**src/rtl/multicycle_control.sv**
```systemverilog
// ---------------------------------------------------------------------------
// multicycle_control
//   Sequencing controller for the multicycle MIPS datapath. A ten-state
//   instruction-phase FSM (fetch, decode, execute, memory, write-back) drives
//   the datapath mux selects, write enables and ALU operation class.
//
// Ports
//   clk         rising-edge clock
//   reset       synchronous, active-high reset
//   Opcode      instruction[31:26] from the instruction register
//   Zero        ALU zero flag (used only for the branch PC enable)
//   MemReady    memory finishes the current access this cycle
//   PCWrite, PCWriteCond, PCEn       PC enables, PCEn = PCWrite | (PCWriteCond & Zero)
//   IorD, MemRead, MemWrite, IRWrite, MemtoReg, RegWrite, RegDst, ALUSrcA
//                                    datapath controls
//   ALUSrcB     00 regB, 01 const 4, 10 sign-ext imm, 11 sign-ext imm<<2
//   ALUOp       00 add, 01 subtract, 10 use funct
//   PCSource    00 ALU result, 01 ALUOut, 10 jump target
//   IllegalOp   one-cycle pulse in DECODE on an unsupported opcode
//   State       current state encoding (debug)
// ---------------------------------------------------------------------------
module multicycle_control (
    input  logic       clk,
    input  logic       reset,
    input  logic [5:0] Opcode,
    input  logic       Zero,
    input  logic       MemReady,
    output logic       PCWrite,
    output logic       PCWriteCond,
    output logic       PCEn,
    output logic       IorD,
    output logic       MemRead,
    output logic       MemWrite,
    output logic       IRWrite,
    output logic       MemtoReg,
    output logic       RegWrite,
    output logic       RegDst,
    output logic       ALUSrcA,
    output logic [1:0] ALUSrcB,
    output logic [1:0] ALUOp,
    output logic [1:0] PCSource,
    output logic       IllegalOp,
    output logic [3:0] State
);

    localparam logic [5:0] OP_R   = 6'b000000;
    localparam logic [5:0] OP_LW  = 6'b100011;
    localparam logic [5:0] OP_SW  = 6'b101011;
    localparam logic [5:0] OP_BEQ = 6'b000100;
    localparam logic [5:0] OP_J   = 6'b000010;

    typedef enum logic [3:0] {
        S_FETCH  = 4'd0,
        S_DECODE = 4'd1,
        S_MEMADR = 4'd2,
        S_MEMRD  = 4'd3,
        S_MEMWB  = 4'd4,
        S_MEMWR  = 4'd5,
        S_EXEC   = 4'd6,
        S_RWB    = 4'd7,
        S_BRANCH = 4'd8,
        S_JUMP   = 4'd9
    } state_t;

    state_t state_r;

    // Raw per-state decode, before the reset override of the enables.
    logic       pc_write_s, pc_write_cond_s, ior_d_s, mem_read_s, mem_write_s;
    logic       ir_write_s, memto_reg_s, reg_write_s, reg_dst_s, alu_src_a_s;
    logic       illegal_s;
    logic [1:0] alu_src_b_s, alu_op_s, pc_source_s;

    // Instruction-phase FSM; Opcode is only looked at in DECODE and MEMADR.
    always_ff @(posedge clk) begin
        if (reset) begin
            state_r <= S_FETCH;
        end else begin
            case (state_r)
                S_FETCH:  state_r <= MemReady ? S_DECODE : S_FETCH;
                S_DECODE: begin
                    case (Opcode)
                        OP_LW, OP_SW: state_r <= S_MEMADR;
                        OP_R:         state_r <= S_EXEC;
                        OP_BEQ:       state_r <= S_BRANCH;
                        OP_J:         state_r <= S_JUMP;
                        default:      state_r <= S_FETCH;
                    endcase
                end
                S_MEMADR: begin
                    // An opcode that stopped being lw/sw here abandons the instruction.
                    case (Opcode)
                        OP_LW:   state_r <= S_MEMRD;
                        OP_SW:   state_r <= S_MEMWR;
                        default: state_r <= S_FETCH;
                    endcase
                end
                S_MEMRD:  state_r <= MemReady ? S_MEMWB : S_MEMRD;
                S_MEMWR:  state_r <= MemReady ? S_FETCH : S_MEMWR;
                S_EXEC:   state_r <= S_RWB;
                S_MEMWB, S_RWB, S_BRANCH, S_JUMP: state_r <= S_FETCH;
                default:  state_r <= S_FETCH;
            endcase
        end
    end

    // Per-state control decode; anything not named for a state stays 0.
    always_comb begin
        pc_write_s      = 1'b0;
        pc_write_cond_s = 1'b0;
        ior_d_s         = 1'b0;
        mem_read_s      = 1'b0;
        mem_write_s     = 1'b0;
        ir_write_s      = 1'b0;
        memto_reg_s     = 1'b0;
        reg_write_s     = 1'b0;
        reg_dst_s       = 1'b0;
        alu_src_a_s     = 1'b0;
        illegal_s       = 1'b0;
        alu_src_b_s     = 2'b00;
        alu_op_s        = 2'b00;
        pc_source_s     = 2'b00;
        case (state_r)
            S_FETCH: begin
                // IR load and PC+4 commit only on the cycle memory delivers.
                mem_read_s  = 1'b1;
                alu_src_b_s = 2'b01;
                ir_write_s  = MemReady;
                pc_write_s  = MemReady;
            end
            S_DECODE: begin
                alu_src_b_s = 2'b11;
                case (Opcode)
                    OP_R, OP_LW, OP_SW, OP_BEQ, OP_J: illegal_s = 1'b0;
                    default:                          illegal_s = 1'b1;
                endcase
            end
            S_MEMADR: begin
                alu_src_a_s = 1'b1;
                alu_src_b_s = 2'b10;
            end
            S_MEMRD: begin
                mem_read_s = 1'b1;
                ior_d_s    = 1'b1;
            end
            S_MEMWB: begin
                reg_write_s = 1'b1;
                memto_reg_s = 1'b1;
            end
            S_MEMWR: begin
                mem_write_s = 1'b1;
                ior_d_s     = 1'b1;
            end
            S_EXEC: begin
                alu_src_a_s = 1'b1;
                alu_op_s    = 2'b10;
            end
            S_RWB: begin
                reg_write_s = 1'b1;
                reg_dst_s   = 1'b1;
            end
            S_BRANCH: begin
                alu_src_a_s     = 1'b1;
                alu_op_s        = 2'b01;
                pc_source_s     = 2'b01;
                pc_write_cond_s = 1'b1;
            end
            S_JUMP: begin
                pc_write_s  = 1'b1;
                pc_source_s = 2'b10;
            end
            default: begin
                illegal_s = 1'b0;
            end
        endcase
    end

    // Output stage: reset masks every enable so an aborted access writes nothing.
    always_comb begin
        IorD     = ior_d_s;
        MemtoReg = memto_reg_s;
        RegDst   = reg_dst_s;
        ALUSrcA  = alu_src_a_s;
        ALUSrcB  = alu_src_b_s;
        ALUOp    = alu_op_s;
        PCSource = pc_source_s;
        State    = state_r;
        if (reset) begin
            PCWrite     = 1'b0;
            PCWriteCond = 1'b0;
            PCEn        = 1'b0;
            IRWrite     = 1'b0;
            MemRead     = 1'b0;
            MemWrite    = 1'b0;
            RegWrite    = 1'b0;
            IllegalOp   = 1'b0;
        end else begin
            PCWrite     = pc_write_s;
            PCWriteCond = pc_write_cond_s;
            PCEn        = pc_write_s | (pc_write_cond_s & Zero);
            IRWrite     = ir_write_s;
            MemRead     = mem_read_s;
            MemWrite    = mem_write_s;
            RegWrite    = reg_write_s;
            IllegalOp   = illegal_s;
        end
    end

endmodule

```
**config.mk**
```make
export PLATFORM = sky130hd
export DESIGN_NAME = multicycle_control
export DESIGN_NICKNAME = d
export VERILOG_FILES = /design/src/rtl/multicycle_control.sv
export SDC_FILE = /design/constraint.sdc
export NUM_CORES = 1
export LEC_CHECK = 0
export ABC_AREA = 1
export CAP_MARGIN = 40
export CORE_MARGIN = 3
export CORE_UTILIZATION = 38
export CTS_CLUSTER_DIAMETER = 30
export CTS_CLUSTER_SIZE = 20
export DETAILED_ROUTE_END_ITERATION = 7
export GPL_TIMING_DRIVEN = 0
export PLACE_DENSITY = 0.82
export SLEW_MARGIN = 20
export SYNTH_ARGS = -nofsm -noshare
export SYNTH_HDL_FRONTEND = slang
export SYNTH_SLANG_ARGS = --single-unit
```
**constraint.sdc**
```tcl
create_clock -name clk -period 2.78 [get_ports clk]
set_input_delay 0.556 -clock clk [delete_from_list [all_inputs] [get_ports clk]]
set_output_delay 0.556 -clock clk [all_outputs]
set_load 0.05 [all_outputs]
```
==> metrics <==
Worst Skew=0.00003703 ns; Ant. Diodes=0; # nets final=144; ranking of synthesized cells by area=nand2_1 (17%), dfxtp_1 (16%), inv_1 (15%); Num CTS Buffers=3; setup bufs post-CTS=0; H-tree Lvls=1; floorplan core area=0.001186 sq mm; Final Max Tran Viols=0; largest net degree at the start of global routing=10; Die ar.=0.001834 sq mm; max frequency=0.3887 GHz; Synth top area share=16.75%; first-pass GRT wire length=2.553 mm; Detailed Place HPWL=1.233 mm; Ports=32; CP required=2.22 ns; Setup WS pre-CTS=-0.08610 ns; Yosys reg bits=4; Synth Net Count=109; GRT Total Usage=17.50%; Starting DRT DRC Count=5; Area Growth Syn to Fin=67.23%; outcome=completed; gp weighted congestion=0.7649; Syn Inst Count=99; # fillers=112; WL/cell=9.473 microns; max reg flops=4; worst hold path class=input port to flop; Die H=42.83 microns; Placement Rows=12; Worst EP arrival=2.02 ns; fin crit share=92.55%; routed vias=677; Final setup viols=0; Seq/Total Area, Yosys=15.53%; critical path cell sequence=clkdlybuf4s50_1 > nand3_1 > nand2_1 > inv_1 > o21ai_1 > dlygate4sd2_1; RSZ-0062 raised after global routing=no; Max Cap Viol=0; crit path kind=input port to output port; Distinct cells, synth=18; slowest cell delay on critical path=0.54 ns; Clock Path Buffers=2; Finished Cell Area=862.1 sq um; final setup margin=0.2072 ns; Post-Syn Area=515.5 sq um; CTS tree=built; Root Driver=clkbuf_4; cell taking the most area after synthesis=nand2_1; worst slew pin tran=0.5166 ns; VDD IR max=0.0002704 V; Finished Core Util=72.68%; clk slew on worst S/H paths=0.04 ns; slowest cell on the critical path=clkdlybuf4s50_1; power per cell area=236.3 mW/mm^2; initial antenna violation count=0; Yosys warning count=0; DRT antenna net count=0; grt ovf=0; CP endpoint kind=output port; drt pass-1 iters=4; vias in the first global route=662; min cycle time layout=2.573 ns; Initial Util=43.46%; Die Width=42.83 microns; Crit path max-delay family=buffers and inverters; Worst slew margin=65.51%; P_leak=0.4609 nW; Hold Vio Cnt, Final=0; Syn Area/Cell=5.207 sq um; port bufs=30; # DRC=0; CTS sink cnt=4; startpoint class of the critical path=input port; CP bufs+invs=3; wirelength, routed=1.383 mm; drt via density=4.637; Max Fanout on Critical Path=4; Clock Latency Late Sink=0.23 ns; DP Area=840.8 sq um; share of cells above drive strength 1=12.12%
==> path summary, 6_finish.rpt <==
kind,startpoint,slack [ns],end,cells after the start
setup / recovery,MemReady,0.21,PCEn,6
hold / removal,reset,0.69,State[0]$_SDFF_PP0_,2
setup reg to reg,State[1]$_SDFF_PP0_,1.61,State[0]$_SDFF_PP0_,7
hold reg to reg,State[0]$_SDFF_PP0_,0.69,State[3]$_SDFF_PP0_,4
==> cells in the final DEF (no fill, tap or decap), types with 2 or more instances in the layout <==
cell | netlist | final
a21oi_1 | 2 | 2
nand2_1 | 23 | 23
nor2_4 | 4 | 4
dfxtp_1 | 4 | 4
inv_1 | 21 | 21
o21ai_0 | 3 | 2
nor2_2 | 1 | 4
dlygate4sd2_1 | 0 | 3
clkdlybuf4s50_1 | 0 | 26
nor2_1 | 20 | 17
nand3_1 | 12 | 12
clkbuf_4 | 0 | 3
==> power breakdown <==
part	internal [W]	switching (W)	leakage [nW]	total (W)
sequential	0.0000588	0.00000113	0.0325	0.0000599
combinational	0.0000269	0.0000474	0.415	0.0000742
clock	0.0000481	0.0000214	0.0138	0.0000696
==> synth_stat cells <==
library cell and n:
a211oi_1 1, a21oi_1 2, buf_1 1, buf_4 1, dfxtp_1 4, inv_1 21, inv_2 1, inv_4 1
nand2_1 23, nand2_2 1, nand3_1 12, nand3b_1 1, nand4_1 1, nor2_1 20, nor2_2 1, nor2_4 4
nor3_2 1, o21ai_0 3
==> kinds of logic after synthesis <==
family / after synthesis / share of synthesized area [%]
AOI/OAI and AO/OA: 6 / 6.310
buffers and inverters: 25 / 19.42
DFF: 4 / 15.53
and+or+nand+nor: 64 / 58.74
==> worst register-to-register path: cells and delay by family, from the launching register on <==
family,cells,cell delay [ns]
and+or+nand+nor,5,0.45
DFF,1,0.42
buffers and inverters,2,0.15
==> layer usage <==
metal  global-route usage, %  wire length (microns)  part of all wire (%)
met1                   17.54                    543                    39
met2                   32.63                    730                    53
met3                   5.932                     99                   7.2
met4                   6.211                      9                  0.65
met5                       0                      0                     0
==> per-stage QoR <==
stage               hold slack (ns)  TNS (ns)  total power, W  instances
floorplan                    0.7538         0       0.0001062         99
global placement             0.6874   -0.1268       0.0001358        143
detailed placement           0.6887   -0.1654       0.0001371        143
CTS                          0.6937         0       0.0002075        146
global route                 0.7121         0       0.0002204        146
finish                       0.6881         0       0.0002037        146
==> cell type report <==
type	count	area, sq um	area share, %
inverter	23	88.84	10.30
tap	14	17.52	2.032
clock buffer	3	22.52	2.612
timing repair buffer	30	299.0	34.69
buffer	2	11.26	1.306
multi-input combinational	70	342.8	39.77
sequential	4	80.08	9.289
==> what timing repair did <==
action	in CTS	in global routing
setup endpoints to repair	3	1
hold buffers	0	0
resized for setup	3	1
Note: power is estimated with default switching activity, not from simulation.
==> edit (same settings) <==
Reset style: asynchronous (`reset`), changed in one clocked block. Comments in the files are not updated.
--- a/src/rtl/multicycle_control.sv
+++ b/src/rtl/multicycle_control.sv
@@ -72,5 +72,5 @@
 
     // Instruction-phase FSM; Opcode is only looked at in DECODE and MEMADR.
-    always_ff @(posedge clk) begin
+    always_ff @(posedge clk or posedge reset) begin
         if (reset) begin
             state_r <= S_FETCH;
Formal check against the unedited RTL: differs if reset is asserted again (counterexample within 4 cycles, from zero or initial values and one cycle with reset high); with reset held inactive, the same outputs for 10 cycles.
==> edit against the original RTL <==
Sequential cell count stayed put. Count of clock-buffer cells in the layout stayed put. Critical path type unchanged. Power rose by 17%. Hold slack got worse by 0.32 ns. Sequential share of layout area up 2.8 points. Combinational power is 40% higher. Routed wire length shrank 3.5%. Final area shrank 4.1%. First-iteration DRC count rose to 3.6 times the old value. Synthesized area is 5.6% lower. Setup slack got worse by 0.075 ns.
==> edit: results <==
export IMPL_crit_arrival_ns=2.09
export IMPL_yosys_cell_types_count=17
export IMPL_dp_hpwl_mm=1.106
export IMPL_fill_cells=115
export IMPL_hold_path_class="in -> async"
export IMPL_drt_iter0_markers=18
export IMPL_ys_seq_area_share_pct=20.57
export IMPL_critPathMaxStageDelay_ns=0.80
export IMPL_fin_crit_sh_pct=95.25
export IMPL_routed_wl_mm=1.334
export IMPL_critPathMaxFanout=3
export IMPL_grt_total_usage_pct=15.50
export IMPL_synthFlopType="dfrtp_1"
export IMPL_grt_pass1_vias=548
export IMPL_grt_use_met2_pct=27.16
export IMPL_final_nets=136
export IMPL_synth_area_leaders="dfrtp_1, nand2_1, nor2_1, inv_1, nand3_1"
export IMPL_finClkSkew_ns=0.001860
export IMPL_grt_first_pass_wirelength_mm=2.159
export IMPL_status="completed"
export IMPL_met1_usage_pct=17.53
export IMPL_timing_rr_end="State[2]$_DFF_PP0_"
export IMPL_p_leak_nw=0.4627
export IMPL_synthesis_nets=101
export IMPL_pre_cts_ws_ns=-0.03700
export IMPL_endpoint="IRWrite"
export IMPL_async_flop_share_pct=100.0
export IMPL_worst_pin_slew_ns=0.5205
export IMPL_use_met3_pct=3.030
export IMPL_p_int_uw=144.1
## edit: changes by cell type after synthesis, sizes merged, moves of 2 or more
cell   change
dfrtp      +4
dfxtp      -4
nand3      -3
inv        -3
o21ai      -2
## edit: kinds of logic after synthesis
logic type | Yosys count | share of synthesized area, %
buffers and inverters | 22 | 17.74
and+or+nand+nor | 62 | 58.10
DFF | 4 | 20.57
AOI/OAI and AO/OA | 3 | 3.598
## edit: final cells by class
| class | instances | area (um^2) | share of cell area [%] |
|---|---|---|---|
| buffer | 2 | 11.26 | 1.362 |
| tap | 14 | 17.52 | 2.118 |
| multi-input combinational | 65 | 300.3 | 36.31 |
| inverter | 20 | 75.07 | 9.077 |
| timing repair buffer | 30 | 300.3 | 36.31 |
| sequential | 4 | 100.1 | 12.10 |
| clock buffer | 3 | 22.52 | 2.723 |
## edit: how the worst min path moves through the flow
| stage | cells past startpoint | start | slack [ns] | end |
|---|---|---|---|---|
| final | 2 | reset | 0.37 | State[1]$_DFF_PP0_ |
| after CTS | 2 | reset | 0.37 | State[3]$_DFF_PP0_ |
| after floorplan | 2 | reset | 0.53 | State[0]$_DFF_PP0_ |
| after global routing | 2 | reset | 0.41 | State[3]$_DFF_PP0_ |
| after detailed placement | 2 | reset | 0.62 | State[0]$_DFF_PP0_ |
| after global placement | 2 | reset | 0.61 | State[0]$_DFF_PP0_ |
## edit: routing by layer
metal / part of all wire, % / routed length [um] / vias to the layer above
li1: - / - / 343
met1: 43 / 580 / 277
met2: 50 / 669 / 23
met3: 6.3 / 84 / 0
met4: 0 / 0 / 0
met5: 0 / 0 / -
## edit: power groups by stage
stage                     sequential [mW]  combinational [mW]  clock (mW)
after CTS                          0.0635               0.104      0.0727
after detailed placement           0.0643               0.105           0
after floorplan                    0.0712              0.0593           0
after global routing               0.0638               0.111      0.0799
after global placement             0.0642               0.104           0
final                              0.0636               0.104      0.0716
## edit: per-stage QoR
stage | std cells | cell area (um^2) | TNS, ns
6_report | 138 | 827.0 | 0
5_1_grt | 138 | 827.0 | 0
4_1_cts | 138 | 824.5 | 0
3_5_place_dp | 135 | 804.5 | -0.05420
3_3_place_gp | 135 | 804.5 | -0.02611
2_1_floorplan | 91 | 486.7 | 0
## edit: worst max-delay path, delay by kind of cell
family                 cells  cell delay, ns
AND/OR/NAND/NOR            2            0.25
buffers and inverters      2            1.28
## edit: what timing repair did
| action | CTS | global route |
|---|---|---|
| hold endpoints to repair | 0 | 0 |
| setup endpoints to repair | 2 | 1 |
| gates resized for setup | 2 | 1 |
